$ cat src/rtl/uc_pkg.sv
// Shared definitions for the multi-cycle control unit: FSM states, ALU
// operation codes, opcode patterns (value + care mask) and the classifier
// that maps a 6-bit opcode onto an instruction kind.
package uc_pkg;

    localparam int UC_OPC_W = 6;

    // Interrupt vector loaded into the PC by the datapath when s_vec=1.
    localparam logic [9:0] IRQ_VEC = 10'h3F0;

    typedef enum logic [1:0] {
        FETCH = 2'd0,
        EXEC  = 2'd1,
        HALT  = 2'd2,
        IRQ   = 2'd3
    } state_e;

    typedef enum logic [2:0] {
        ALU_MOV  = 3'd0,
        ALU_NOT  = 3'd1,
        ALU_ADD  = 3'd2,
        ALU_SUB  = 3'd3,
        ALU_AND  = 3'd4,
        ALU_OR   = 3'd5,
        ALU_NEG1 = 3'd6,
        ALU_NEG2 = 3'd7
    } alu_op_e;

    typedef enum logic [3:0] {
        K_NOP, K_ALU, K_LI, K_HALT,
        K_JMP, K_JR, K_JZ, K_JNZ, K_JRZ, K_JRNZ,
        K_CALL, K_RET
    } instr_kind_e;

    // Opcode pattern: bits set in mask must equal the same bits of val.
    typedef struct packed {
        logic [UC_OPC_W-1:0] val;
        logic [UC_OPC_W-1:0] mask;
    } opc_pat_t;

    localparam opc_pat_t OPC_ALU  = '{val: 6'b000000, mask: 6'b100000};
    localparam opc_pat_t OPC_LI   = '{val: 6'b100000, mask: 6'b111100};
    localparam opc_pat_t OPC_HALT = '{val: 6'b100100, mask: 6'b111111};
    localparam opc_pat_t OPC_JMP  = '{val: 6'b111000, mask: 6'b111111};
    localparam opc_pat_t OPC_JR   = '{val: 6'b111001, mask: 6'b111111};
    localparam opc_pat_t OPC_JZ   = '{val: 6'b111010, mask: 6'b111111};
    localparam opc_pat_t OPC_JNZ  = '{val: 6'b111011, mask: 6'b111111};
    localparam opc_pat_t OPC_JRZ  = '{val: 6'b111100, mask: 6'b111111};
    localparam opc_pat_t OPC_JRNZ = '{val: 6'b111101, mask: 6'b111111};
    localparam opc_pat_t OPC_CALL = '{val: 6'b111110, mask: 6'b111111};
    localparam opc_pat_t OPC_RET  = '{val: 6'b111111, mask: 6'b111111};

    function automatic logic opc_is(logic [UC_OPC_W-1:0] opc, opc_pat_t p);
        return ((opc ^ p.val) & p.mask) == '0;
    endfunction

    // Anything not matching a pattern executes as a NOP.
    function automatic instr_kind_e classify(logic [UC_OPC_W-1:0] opc);
        if      (opc_is(opc, OPC_ALU))  return K_ALU;
        else if (opc_is(opc, OPC_LI))   return K_LI;
        else if (opc_is(opc, OPC_HALT)) return K_HALT;
        else if (opc_is(opc, OPC_JMP))  return K_JMP;
        else if (opc_is(opc, OPC_JR))   return K_JR;
        else if (opc_is(opc, OPC_JZ))   return K_JZ;
        else if (opc_is(opc, OPC_JNZ))  return K_JNZ;
        else if (opc_is(opc, OPC_JRZ))  return K_JRZ;
        else if (opc_is(opc, OPC_JRNZ)) return K_JRNZ;
        else if (opc_is(opc, OPC_CALL)) return K_CALL;
        else if (opc_is(opc, OPC_RET))  return K_RET;
        else                            return K_NOP;
    endfunction

endpackage

$ cat src/rtl/uc_multiciclo_if.sv
// Bus between the control unit (master) and the datapath / instruction
// memory side (slave). The irq, irq_ack and s_vec signals exist only when
// UC_IRQ_EN is defined.
interface uc_multiciclo_if #(
    parameter int OP_W  = 6,
    parameter int ALU_W = 3,
    parameter int PC_W  = 10
);
    logic [OP_W-1:0]  opcode;
    logic             imem_ack;
    logic             z;
    logic [PC_W-1:0]  pc_plus1;
    logic             imem_req;
    logic             pc_en;
    logic             s_abs;
    logic             s_inc;
    logic             s_inm;
    logic             s_ret;
    logic             we3;
    logic             wez;
    logic [ALU_W-1:0] op_alu;
    logic [PC_W-1:0]  ret_addr;
    logic             halted;
    logic             stk_err;
`ifdef UC_IRQ_EN
    logic             irq;
    logic             irq_ack;
    logic             s_vec;
`endif

    modport master (
        input  opcode, imem_ack, z, pc_plus1,
`ifdef UC_IRQ_EN
        input  irq,
        output irq_ack, s_vec,
`endif
        output imem_req, pc_en, s_abs, s_inc, s_inm, s_ret,
               we3, wez, op_alu, ret_addr, halted, stk_err
    );

    modport slave (
        output opcode, imem_ack, z, pc_plus1,
`ifdef UC_IRQ_EN
        output irq,
        input  irq_ack, s_vec,
`endif
        input  imem_req, pc_en, s_abs, s_inc, s_inm, s_ret,
               we3, wez, op_alu, ret_addr, halted, stk_err
    );

endinterface

$ cat src/rtl/uc_ras.sv
// Return-address stack: STK_DEPTH x PC_W LIFO. Only the stack pointer is
// reset; entries above the pointer are dead and need no clearing.
// top reads 0 when the stack is empty.
module uc_ras #(
    parameter int PC_W      = 10,
    parameter int STK_DEPTH = 8
) (
    input  logic            clk,
    input  logic            reset,
    input  logic            push_i,
    input  logic            pop_i,
    input  logic [PC_W-1:0] din_i,
    output logic [PC_W-1:0] top_o,
    output logic            full_o,
    output logic            empty_o
);
    localparam int AW = $clog2(STK_DEPTH);

    logic [PC_W-1:0] mem_q [STK_DEPTH];
    logic [AW:0]     sp_q;
    logic [AW-1:0]   top_idx;

    assign full_o  = (sp_q == (AW+1)'(STK_DEPTH));
    assign empty_o = (sp_q == '0);
    assign top_idx = AW'(sp_q - 1'b1);
    assign top_o   = empty_o ? '0 : mem_q[top_idx];

    // Stack pointer: push grows, pop shrinks, guarded against over/underflow.
    always_ff @(posedge clk or posedge reset) begin
        if (reset) begin
            sp_q <= '0;
        end else if (push_i && !full_o) begin
            sp_q <= sp_q + 1'b1;
        end else if (pop_i && !empty_o) begin
            sp_q <= sp_q - 1'b1;
        end
    end

    // Entry storage, written at the current pointer on a valid push.
    always_ff @(posedge clk) begin
        if (push_i && !full_o) begin
            mem_q[sp_q[AW-1:0]] <= din_i;
        end
    end

endmodule

$ cat src/rtl/uc_multiciclo.sv
// Multi-cycle control unit: FETCH (instruction-memory handshake) then one
// EXEC cycle per instruction, CALL/RET through an internal return stack,
// and a HALT state left only by reset. All control outputs are registered:
// the EXEC-cycle controls are decoded from the opcode at the fetch edge.
// Optional interrupt entry is compiled in with the UC_IRQ_EN macro.
module uc_multiciclo
    import uc_pkg::*;
#(
    parameter int OP_W      = 6,
    parameter int ALU_W     = 3,
    parameter int PC_W      = 10,
    parameter int STK_DEPTH = 8
) (
    input  logic              clk,
    input  logic              reset,
    uc_multiciclo_if.master   bus
);

    state_e           state_q;
    logic [OP_W-1:0]  ir_q;
    logic             imem_req_q;
    logic             pc_en_q;
    logic             s_abs_q;
    logic             s_inc_q;
    logic             s_inm_q;
    logic             s_ret_q;
    logic             we3_q;
    logic             wez_q;
    logic [ALU_W-1:0] op_alu_q;
    logic             halted_q;
    logic             stk_err_q;
`ifdef UC_IRQ_EN
    logic             irq_ack_q;
    logic             s_vec_q;
    logic             in_service_q;
`endif

    logic [UC_OPC_W-1:0] fetch_opc;
    instr_kind_e         fetch_kind;
    instr_kind_e         ir_kind;
    logic                fetch_fire;
    logic                ras_push;
    logic                ras_pop;
    logic [PC_W-1:0]     ras_din;
    logic [PC_W-1:0]     ras_top;
    logic                ras_full;
    logic                ras_empty;

    assign fetch_opc  = bus.opcode[OP_W-1 -: UC_OPC_W];
    assign fetch_kind = classify(fetch_opc);
    assign ir_kind    = classify(ir_q[OP_W-1 -: UC_OPC_W]);
    assign fetch_fire = (state_q == FETCH) && imem_req_q && bus.imem_ack;

    // pc_en_q is low in EXEC/IRQ exactly when the cycle was refused (stack
    // error or HALT), so it also gates the stack operations.
    assign ras_push = pc_en_q && ((state_q == EXEC && ir_kind == K_CALL) ||
                                  (state_q == IRQ));
    assign ras_pop  = pc_en_q && (state_q == EXEC) && (ir_kind == K_RET);
    // Interrupt entry saves the interrupted instruction's own address.
    assign ras_din  = (state_q == IRQ) ? bus.pc_plus1 - PC_W'(1) : bus.pc_plus1;

    uc_ras #(
        .PC_W      (PC_W),
        .STK_DEPTH (STK_DEPTH)
    ) u_ras (
        .clk     (clk),
        .reset   (reset),
        .push_i  (ras_push),
        .pop_i   (ras_pop),
        .din_i   (ras_din),
        .top_o   (ras_top),
        .full_o  (ras_full),
        .empty_o (ras_empty)
    );

    // Instruction register: captures the opcode on the accepted fetch.
    always_ff @(posedge clk) begin
        if (fetch_fire) begin
            ir_q <= bus.opcode;
        end
    end

    // Control FSM with registered outputs; every enable defaults to 0 so
    // they can only be high in the cycle following a fetch or IRQ decision.
    always_ff @(posedge clk or posedge reset) begin
        if (reset) begin
            state_q    <= FETCH;
            imem_req_q <= 1'b0;
            pc_en_q    <= 1'b0;
            s_abs_q    <= 1'b1;
            s_inc_q    <= 1'b1;
            s_inm_q    <= 1'b0;
            s_ret_q    <= 1'b0;
            we3_q      <= 1'b0;
            wez_q      <= 1'b0;
            op_alu_q   <= ALU_W'(ALU_MOV);
            halted_q   <= 1'b0;
            stk_err_q  <= 1'b0;
`ifdef UC_IRQ_EN
            irq_ack_q    <= 1'b0;
            s_vec_q      <= 1'b0;
            in_service_q <= 1'b0;
`endif
        end else begin
            imem_req_q <= 1'b0;
            pc_en_q    <= 1'b0;
            s_abs_q    <= 1'b1;
            s_inc_q    <= 1'b1;
            s_inm_q    <= 1'b0;
            s_ret_q    <= 1'b0;
            we3_q      <= 1'b0;
            wez_q      <= 1'b0;
            op_alu_q   <= ALU_W'(ALU_MOV);
`ifdef UC_IRQ_EN
            irq_ack_q  <= 1'b0;
            s_vec_q    <= 1'b0;
            if (ras_push && state_q == IRQ) begin
                in_service_q <= 1'b1;
            end else if (ras_pop) begin
                in_service_q <= 1'b0;
            end
`endif

            case (state_q)
                FETCH: begin
`ifdef UC_IRQ_EN
                    if (bus.irq && !in_service_q) begin
                        state_q <= IRQ;
                        if (ras_full) begin
                            stk_err_q <= 1'b1;
                        end else begin
                            pc_en_q   <= 1'b1;
                            s_vec_q   <= 1'b1;
                            irq_ack_q <= 1'b1;
                        end
                    end else
`endif
                    if (fetch_fire) begin
                        state_q <= EXEC;
                        pc_en_q <= 1'b1;
                        // z is a registered flag that only changes at the end
                        // of an EXEC with wez=1, so its value here is the value
                        // held throughout the coming EXEC cycle.
                        case (fetch_kind)
                            K_ALU: begin
                                we3_q    <= 1'b1;
                                wez_q    <= 1'b1;
                                op_alu_q <= ALU_W'(fetch_opc[4:2]);
                            end
                            K_LI: begin
                                we3_q   <= 1'b1;
                                s_inm_q <= 1'b1;
                            end
                            K_HALT: pc_en_q <= 1'b0;
                            K_JMP:  s_abs_q <= 1'b0;
                            K_JR:   s_inc_q <= 1'b0;
                            K_JZ:   s_abs_q <= !bus.z;
                            K_JNZ:  s_abs_q <= bus.z;
                            K_JRZ:  s_inc_q <= !bus.z;
                            K_JRNZ: s_inc_q <= bus.z;
                            K_CALL: begin
                                if (ras_full) begin
                                    pc_en_q   <= 1'b0;
                                    stk_err_q <= 1'b1;
                                end else begin
                                    s_abs_q <= 1'b0;
                                end
                            end
                            K_RET: begin
                                if (ras_empty) begin
                                    pc_en_q   <= 1'b0;
                                    stk_err_q <= 1'b1;
                                end else begin
                                    s_ret_q <= 1'b1;
                                end
                            end
                            default: ;
                        endcase
                    end else begin
                        imem_req_q <= 1'b1;
                    end
                end
                EXEC, IRQ: begin
                    // A refused cycle (pc_en low) is a HALT or a stack error.
                    if (pc_en_q) begin
                        state_q    <= FETCH;
                        imem_req_q <= 1'b1;
                    end else begin
                        state_q  <= HALT;
                        halted_q <= 1'b1;
                    end
                end
                HALT: ;
            endcase
        end
    end

    assign bus.imem_req = imem_req_q;
    assign bus.pc_en    = pc_en_q;
    assign bus.s_abs    = s_abs_q;
    assign bus.s_inc    = s_inc_q;
    assign bus.s_inm    = s_inm_q;
    assign bus.s_ret    = s_ret_q;
    assign bus.we3      = we3_q;
    assign bus.wez      = wez_q;
    assign bus.op_alu   = op_alu_q;
    assign bus.ret_addr = ras_top;
    assign bus.halted   = halted_q;
    assign bus.stk_err  = stk_err_q;
`ifdef UC_IRQ_EN
    assign bus.irq_ack  = irq_ack_q;
    assign bus.s_vec    = s_vec_q;
`endif

endmodule
$ cat src/flat_wrapper.sv
// flat-port wrapper written by rule: the top's interface ports become plain ports
module uc_multiciclo_flat import uc_pkg::*;
#(
    parameter int OP_W      = 6,
    parameter int ALU_W     = 3,
    parameter int PC_W      = 10,
    parameter int STK_DEPTH = 8
)
  (clk, reset, bus_opcode, bus_imem_ack, bus_z, bus_pc_plus1, bus_imem_req, bus_pc_en, bus_s_abs, bus_s_inc, bus_s_inm, bus_s_ret, bus_we3, bus_wez, bus_op_alu, bus_ret_addr, bus_halted, bus_stk_err);
  uc_multiciclo_if #(.OP_W(OP_W), .ALU_W(ALU_W), .PC_W(PC_W)) bus_i ();
  input  logic clk;
  input  logic reset;
  input wire logic [$bits(bus_i.opcode)-1:0] bus_opcode;
  input wire logic [$bits(bus_i.imem_ack)-1:0] bus_imem_ack;
  input wire logic [$bits(bus_i.z)-1:0] bus_z;
  input wire logic [$bits(bus_i.pc_plus1)-1:0] bus_pc_plus1;
  output wire logic [$bits(bus_i.imem_req)-1:0] bus_imem_req;
  output wire logic [$bits(bus_i.pc_en)-1:0] bus_pc_en;
  output wire logic [$bits(bus_i.s_abs)-1:0] bus_s_abs;
  output wire logic [$bits(bus_i.s_inc)-1:0] bus_s_inc;
  output wire logic [$bits(bus_i.s_inm)-1:0] bus_s_inm;
  output wire logic [$bits(bus_i.s_ret)-1:0] bus_s_ret;
  output wire logic [$bits(bus_i.we3)-1:0] bus_we3;
  output wire logic [$bits(bus_i.wez)-1:0] bus_wez;
  output wire logic [$bits(bus_i.op_alu)-1:0] bus_op_alu;
  output wire logic [$bits(bus_i.ret_addr)-1:0] bus_ret_addr;
  output wire logic [$bits(bus_i.halted)-1:0] bus_halted;
  output wire logic [$bits(bus_i.stk_err)-1:0] bus_stk_err;
  assign bus_i.opcode = bus_opcode;
  assign bus_i.imem_ack = bus_imem_ack;
  assign bus_i.z = bus_z;
  assign bus_i.pc_plus1 = bus_pc_plus1;
  assign bus_imem_req = bus_i.imem_req;
  assign bus_pc_en = bus_i.pc_en;
  assign bus_s_abs = bus_i.s_abs;
  assign bus_s_inc = bus_i.s_inc;
  assign bus_s_inm = bus_i.s_inm;
  assign bus_s_ret = bus_i.s_ret;
  assign bus_we3 = bus_i.we3;
  assign bus_wez = bus_i.wez;
  assign bus_op_alu = bus_i.op_alu;
  assign bus_ret_addr = bus_i.ret_addr;
  assign bus_halted = bus_i.halted;
  assign bus_stk_err = bus_i.stk_err;
  uc_multiciclo #(.OP_W(OP_W), .ALU_W(ALU_W), .PC_W(PC_W), .STK_DEPTH(STK_DEPTH)) u_core (.clk(clk), .reset(reset), .bus(bus_i));
endmodule
$ cat config.mk
export PLATFORM = sky130hd
export DESIGN_NAME = uc_multiciclo_flat
export DESIGN_NICKNAME = d
export VERILOG_FILES = /design/src/rtl/uc_pkg.sv /design/src/rtl/uc_multiciclo_if.sv /design/src/rtl/uc_ras.sv /design/src/rtl/uc_multiciclo.sv /design/src/flat_wrapper.sv
export SDC_FILE = /design/constraint.sdc
export NUM_CORES = 1
export LEC_CHECK = 0
export ABC_AREA = 1
export BUFFER_PORTS_ARGS = -buffer_cell sky130_fd_sc_hd__buf_4
export CAP_MARGIN = 20
export CORE_MARGIN = 5
export CORE_UTILIZATION = 48
export CTS_BUF_LIST = sky130_fd_sc_hd__clkbuf_8
export CTS_CLUSTER_DIAMETER = 120
export DETAILED_ROUTE_END_ITERATION = 8
export PLACE_DENSITY = 0.67
export SLEW_MARGIN = 30
export SYNTH_ARGS = -nofsm -noshare
export SYNTH_HDL_FRONTEND = slang
export SYNTH_SLANG_ARGS = --single-unit
$ cat constraint.sdc
create_clock -name clk -period 5.51 [get_ports clk]
set_input_delay 0.551 -clock clk [delete_from_list [all_inputs] [get_ports clk]]
set_output_delay 0.551 -clock clk [all_outputs]
set_load 0.01 [all_outputs]
==> results by group, run 1 <==
Floorplanning
  • CORE AREA: 9730 um2
  • Starting density of the core: 48.8%
  • Die W: 109 um
  • IO Count: 43
  • Full die area: 12000 um2
  • FP Rows: 36
  • Chip height: 109 um

Setup path
  • Critical Path AT: 3390 ps
  • Endpoint class of the critical path: primary output
  • Crit start category: flip-flop
  • R2R setup slack: 2640 ps
  • Critical path startpoint: u_core.u_ras.sp_q[0]$_DFFE_PP0P_
  • Worst-path maximum fanout: 46
  • CP required: 4960 ps
  • Critical path class: reg2out
  • Worst r2r path cells: 8
  • Reg2Reg Launch Point: u_core.u_ras.sp_q[0]$_DFFE_PP0P_
  • Reg2reg end: u_core.u_ras.sp_q[1]$_DFFE_PP0P_
  • Crit path capture: bus_ret_addr[9]

Detailed routing
  • Post-route ant nets: 0
  • DR vias: 3220
  • Final wirelength: 9680 um
  • Initial DRC count: 262
  • DRC errors left: 0
  • DR vias/cell: 5.20
  • TritonRoute pass-1 iters: 4
  • Avg WL per Cell: 15.6 um

Logic synthesis
  • Largest family of logic cells by synthesized area: simple AND/OR/NAND/NOR gates
  • Sequential-to-total area share from yosys stat: 64.4%
  • Post-Syn Instances: 442
  • Post-Synth XOR/XNOR Area: 2.37%
  • Ys flop type: edfxtp_1
  • Synth Register Bits: 105
  • Mapped Avg Cell Area: 10.7 um2
  • Post-synthesis adder-cell area fraction: 0.790%
  • Post-Synth Simple-Gate Area: 18.5%
  • Mux contribution to synthesized area: 0%
  • Post-synth EDFFs: 86
  • Syn. warnings: 0
  • Syn Nets: 465
  • Distinct cells, synth: 33
  • Post-Syn Area: 4750 um2
  • Post-synthesis compound-gate area fraction: 8.61%
  • Ys async rst share: 18.1%

Clocking
  • Deepest clock path buffer count: 2
  • Root Driver: clkbuf_8
  • Clk Latency, worst-skew pair: 370 ps
  • Setup Fix Bufs, Post-CTS: 0
  • TritonCTS buffer count: 9
  • Clock slew seen by the registers of the worst setup and hold paths: 110 ps
  • CTS Hold Bufs: 0
  • Total clock sinks: 105
  • Cts repair resizes: 0
  • H-tree Lvls: 3
  • CTS tree: done

Finish
  • Number of fill cells: 861
  • Most common cell after layout, fill and taps aside: nor2_1
  • Fraction of layout cells with a size suffix above 1: 19.3%
  • Multi-input logic area: 1450 um2
  • Diodes inserted: 0
  • Synth-to-layout area growth: 12.4%
  • Most frequent cells in the layout: nor2_1, edfxtp_1, o21ai_0, buf_4, nand2_1
  • Final core utilization: 54.9%
  • Sequential Area: 3060 um2
  • Nets: 504

Global route
  • Initial antenna violation count: 0
  • Largest net degree at the start of global routing: 47
  • First-pass GRT wire length: 15600 um
  • GRT Util Overall: 17.1%
  • GRT overflow: 0
  • Number of global-route vias before repair: 3006

STA
  • Setup TNS: 0 ps
  • Crit share post-route: 71.4%
  • Final WS setup: 1570 ps
  • Final Max Tran Viols: 0
  • # setup viols final: 0
  • Post-layout min period: 3940 ps
  • Unrepaired setup endpoints after global routing: no
  • Hold_ws: 288 ps
  • Hold Fails Final Rpt: 0
  • Worst Tran Pin Value: 938 ps
  • Slew HR: 37.5%
  • Clock Skews: 13.9 ps
  • FMAX: 254 MHz

Pwr
  • Total power: 0.00240 W
  • Pwr/cell area: 450 nW/um2
  • Max VDD drop: 0.000184 V
  • Total leakage power: 2.09 nW

Place
  • Port Buffers: 42
  • Routability cong.: 0.829
  • HPWL Detailed: 6390 um
  • Worst slack, placed: 1960 ps

Status
  • Outcome: finished clean

Flow run
  • Max Cap Viol: 0

Hold path
  • Hold Path Class: in2async
-- critical path, cell delays in order, from the launching register on --
cell	delay, ps
dfrtp_1	340
buf_4	390
inv_4	260
ha_1	1000
inv_1	410
o21ai_0	200
o22ai_1	100
nor2_1	100
nor2_1	70
buf_4	140
-- Yosys cell counts (all sizes together), types with 3 or more instances --
library cell / count / area, um2
nor3: 7 / 50.1
nor2: 105 / 432
ha: 3 / 37.5
o22ai: 10 / 62.6
buf: 14 / 100
nand2: 49 / 211
nand4: 8 / 50.1
xor2: 11 / 104
nand3: 23 / 135
dfrtp: 17 / 425
o21ai: 65 / 325
inv: 34 / 130
clkbuf: 3 / 12.5
edfxtp: 86 / 2580
-- how the worst min path moves through the flow --
stage / cells past startpoint / start / to / slack [ps]
after floorplan: 1 / reset / u_core.bus.halted$_DFFE_PP0P_ / 500
after global placement: 2 / u_core.bus.halted$_DFFE_PP0P_ / u_core.bus.halted$_DFFE_PP0P_ / 450
after detailed placement: 2 / u_core.bus.halted$_DFFE_PP0P_ / u_core.bus.halted$_DFFE_PP0P_ / 460
after CTS: 2 / reset / u_core.bus.s_ret$_DFF_PP0_ / 320
after global routing: 1 / bus_opcode[4] / u_core.ir_q[4]$_DFFE_PP_ / 360
final: 2 / reset / u_core.bus.s_ret$_DFF_PP0_ / 290
-- area by class of cell --
type                       count  share of cell area, %
timing repair buffer          45                   6.33
clock inverter                 7                   1.12
tap                          133                   3.12
clock buffer                   9                   2.32
inverter                      35                   2.60
sequential                   105                   57.3
multi-input combinational    285                   27.2
-- sequential cells by signal, summed over array words and instances (netlist names) --
name                 count
u_core.bus.halted        1
u_core.bus.imem_req      1
u_core.bus.op_alu        3
u_core.bus.pc_en         1
u_core.bus.s_abs         1
u_core.bus.s_inc         1
u_core.bus.s_inm         1
u_core.bus.s_ret         1
u_core.bus.stk_err       1
u_core.bus.we3           1
u_core.bus.wez           1
u_core.ir_q              6
u_core.state_q           2
u_core.u_ras.mem_q      80
u_core.u_ras.sp_q        4
-- cell families after synthesis --
kind of cell	Yosys count
DFF	105
and+or+nand+nor	192
buffers and inverters	52
adders and majority gates	3
xor gates and xnor gates	12
AOI/OAI and AO/OA	78
-- through the flow --
| stage | cells | instance area (um2) |
|---|---|---|
| final | 619 | 5340 |
| after detailed placement | 603 | 5150 |
| after global routing | 619 | 5340 |
| after floorplan | 442 | 4750 |
| after global placement | 603 | 5140 |
| after CTS | 619 | 5340 |
-- layer usage --
| metal | up-vias | global-route usage, % | part of all wire, % |
|---|---|---|---|
| met5 | - | 0 | 0 |
| met4 | 0 | 6.23 | 1.9 |
| met3 | 14 | 2.82 | 6.5 |
| met2 | 107 | 26.2 | 47 |
| met1 | 1512 | 24.7 | 45 |
| li1 | 1587 | - | - |
-- where the power goes --
| group | internal [W] | total [W] | switching, W |
|---|---|---|---|
| combinational | 0.000355 | 0.00100 | 0.000645 |
| clock | 0.000173 | 0.000453 | 0.000280 |
| sequential | 0.000911 | 0.000949 | 0.0000376 |
| total | 0.00144 | 0.00240 | 0.000963 |
(Power assumes the default switching activity.)
==> run 2, diff against run 1 <==
- ABC_AREA: 1 -> 0
- clock period: 5.51 -> 3.9 ns (I/O delays scaled with it)
==> results by group, run 2 <==
Logic synthesis
  • Ys async rst share: 18.1%
  • Count leader, synth: edfxtp_1
  • Ys flop type: edfxtp_1
  • Mapped Avg Cell Area: 15.6 um2
  • Distinct cells, synth: 45
  • Syn Nets: 307
  • Sequential-to-total area share from yosys stat: 69.2%
  • Post-synth top area cell: edfxtp_1
  • Post-Syn Instances: 284
  • Share of the synthesized area in the top cell type: 58.4%
  • Post-synth EDFFs: 86
  • Syn. warnings: 0
  • Synth Register Bits: 105
  • Commonest cells post-synth: edfxtp_1, nand2_1, mux4_2, dfrtp_1, a21oi_1
  • Largest cells by area after synthesis: edfxtp_1, mux4_2, dfrtp_1
  • Post-Syn Area: 4420 um2

Pwr
  • Psw: 0.000539 W
  • Seq pwr share: 58.7%
  • Sw frac: 25.1%
  • Pint: 0.00161 W
  • Gate power share: 13.9%
  • Max VDD drop: 0.000240 V
  • Clk pwr share: 27.5%
  • Total leakage power: 1.83 nW
  • Pwr/cell area: 420 nW/um2

Floorplanning
  • Die W: 106 um
  • Chip height: 106 um
  • FP Rows: 35
  • CORE AREA: 9110 um2
  • Starting density of the core: 48.5%
  • IO Count: 43
  • Full die area: 11200 um2

STA
  • Worst Tran Pin Value: 953 ps
  • Unrepaired setup endpoints after global routing: no
  • FMAX: 343 MHz
  • Final Max Tran Viols: 0
  • Crit share post-route: 74.8%
  • Slew HR: 35.9%
  • # setup viols final: 0
  • Hold Fails Final Rpt: 0
  • Post-layout min period: 2920 ps
  • Clock Skews: 8.52 ps
  • Setup TNS: 0 ps

Place
  • Routability cong.: 0.818
  • Port Buffers: 42
  • Dpl cell area: 4940 um2
  • HPWL Detailed: 5990 um

Setup path
  • Critical Path AT: 2530 ps
  • Endpoint class of the critical path: primary output
  • Critical path class: reg2out
  • Worst-path maximum fanout: 12
  • Worst r2r path cells: 7
  • Reg2reg end: u_core.u_ras.mem_q[1][8]$_DFFE_PP_
  • R2R setup slack: 1180 ps
  • Crit start category: flip-flop
  • CP required: 3510 ps
  • Reg2Reg Launch Point: u_core.u_ras.sp_q[1]$_DFFE_PP0P_

Detailed routing
  • DR vias/cell: 5.59
  • Avg WL per Cell: 19.2 um
  • Initial DRC count: 98
  • DRC errors left: 0
  • TritonRoute pass-1 iters: 4
  • DR vias: 2550
  • Final wirelength: 8770 um
  • Post-route ant nets: 0

Global route
  • First-pass GRT wire length: 14300 um
  • GRT Util Overall: 16.8%
  • Number of global-route vias before repair: 2747
  • GRT overflow: 0
  • Largest net degree at the start of global routing: 27
  • Initial antenna violation count: 0

Finish
  • Diodes inserted: 0
  • Max reg flops: 80
  • Fin area: 5110 um2
  • Synth-to-layout area growth: 15.7%
  • Most frequent cells in the layout: edfxtp_1, buf_4, nand2_1
  • Fraction of layout cells with a size suffix above 1: 29.3%
  • Nets: 363
  • Most common cell after layout, fill and taps aside: edfxtp_1

Status
  • Outcome: finished clean

Clocking
  • Clock slew seen by the registers of the worst setup and hold paths: 100 ps
  • CTS tree: done
  • Root Driver: clkbuf_8
  • Cts repair resizes: 0
  • CTS Hold Bufs: 0
  • Total clock sinks: 105
  • TritonCTS buffer count: 9
  • H-tree Lvls: 3
  • Deepest clock path buffer count: 2
  • Clk Latency, worst-skew pair: 350 ps
  • Setup Fix Bufs, Post-CTS: 0

Hold path
  • Hold Path Class: in2async

Flow run
  • Max Cap Viol: 0
==> run 2: cell families after synthesis <==
group                    Yosys count  synth area share, %
AO/OA/AOI/OAI                     32                 4.70
XOR/XNOR                          15                 2.97
adder cells (fa/ha/maj)            3                0.849
buffers and inverters             24                 2.43
flip-flops                       105                 69.2
multiplexers                      21                 10.5
AND/OR/NAND/NOR                   84                 9.28
==> run 2: power by group through the flow <==
stage	Combinational (W)	Clock [W]	Sequential, W
5_1_grt	0.000329	0.000651	0.00126
2_1_floorplan	0.000196	0	0.00128
3_5_place_dp	0.000302	0	0.00128
3_3_place_gp	0.000299	0	0.00128
4_1_cts	0.000303	0.000603	0.00126
6_report	0.000297	0.000590	0.00126
==> run 2: metrics by stage <==
stage / worst slack [ps] / power [W] / hold WS, ps / instances / utilization [%]
after floorplan: 589 / 0.00147 / 340 / 284 / -
after global placement: 1320 / 0.00158 / 446 / 440 / 54.3
after detailed placement: 1220 / 0.00159 / 458 / 440 / 54.3
after CTS: 961 / 0.00216 / 174 / 456 / 56.1
after global routing: 821 / 0.00224 / 223 / 456 / 56.1
final: 982 / 0.00215 / 166 / 456 / 56.1
==> run 2: how the worst max path moves through the flow <==
stage | cells after the start | slack [ps] | to | from
6_report | 7 | 980 | bus_ret_addr[7] | u_core.u_ras.sp_q[1]$_DFFE_PP0P_
5_1_grt | 7 | 820 | bus_ret_addr[2] | u_core.u_ras.sp_q[1]$_DFFE_PP0P_
4_1_cts | 7 | 960 | bus_ret_addr[5] | u_core.u_ras.sp_q[1]$_DFFE_PP0P_
3_5_place_dp | 7 | 1220 | u_core.u_ras.mem_q[1][7]$_DFFE_PP_ | u_core.u_ras.sp_q[1]$_DFFE_PP0P_
3_3_place_gp | 7 | 1320 | u_core.u_ras.mem_q[1][7]$_DFFE_PP_ | u_core.u_ras.sp_q[1]$_DFFE_PP0P_
2_1_floorplan | 9 | 590 | u_core.u_ras.mem_q[0][0]$_DFFE_PP_ | u_core.u_ras.sp_q[0]$_DFFE_PP0P_
==> run 2: final cells by class <==
type / count / area [um2]
Sequential cell: 105 / 3060
Multi-Input combinational cell: 155 / 1270
Inverter: 12 / 45.0
Clock buffer: 9 / 124
Tap cell: 111 / 139
Fill cell: 757 / 4000
Timing Repair Buffer: 57 / 428
Clock inverter: 7 / 46.3
==> run 2: worst max-delay path: stages, from the launching register on <==
cell and delay [ps]:
dfrtp_1 490, inv_1 100, ha_1 650, buf_4 320, mux4_2 310, nand2_1 90, a21oi_1 60, buf_4 150
==> run 2: metal layers <==
metal | vias up | global-route usage, % | share of wire, %
met5 | - | 0 | 0
met4 | 0 | 6.94 | 1.9
met3 | 11 | 2.61 | 2.7
met2 | 49 | 27.0 | 50
met1 | 1300 | 23.3 | 46
li1 | 1190 | - | -
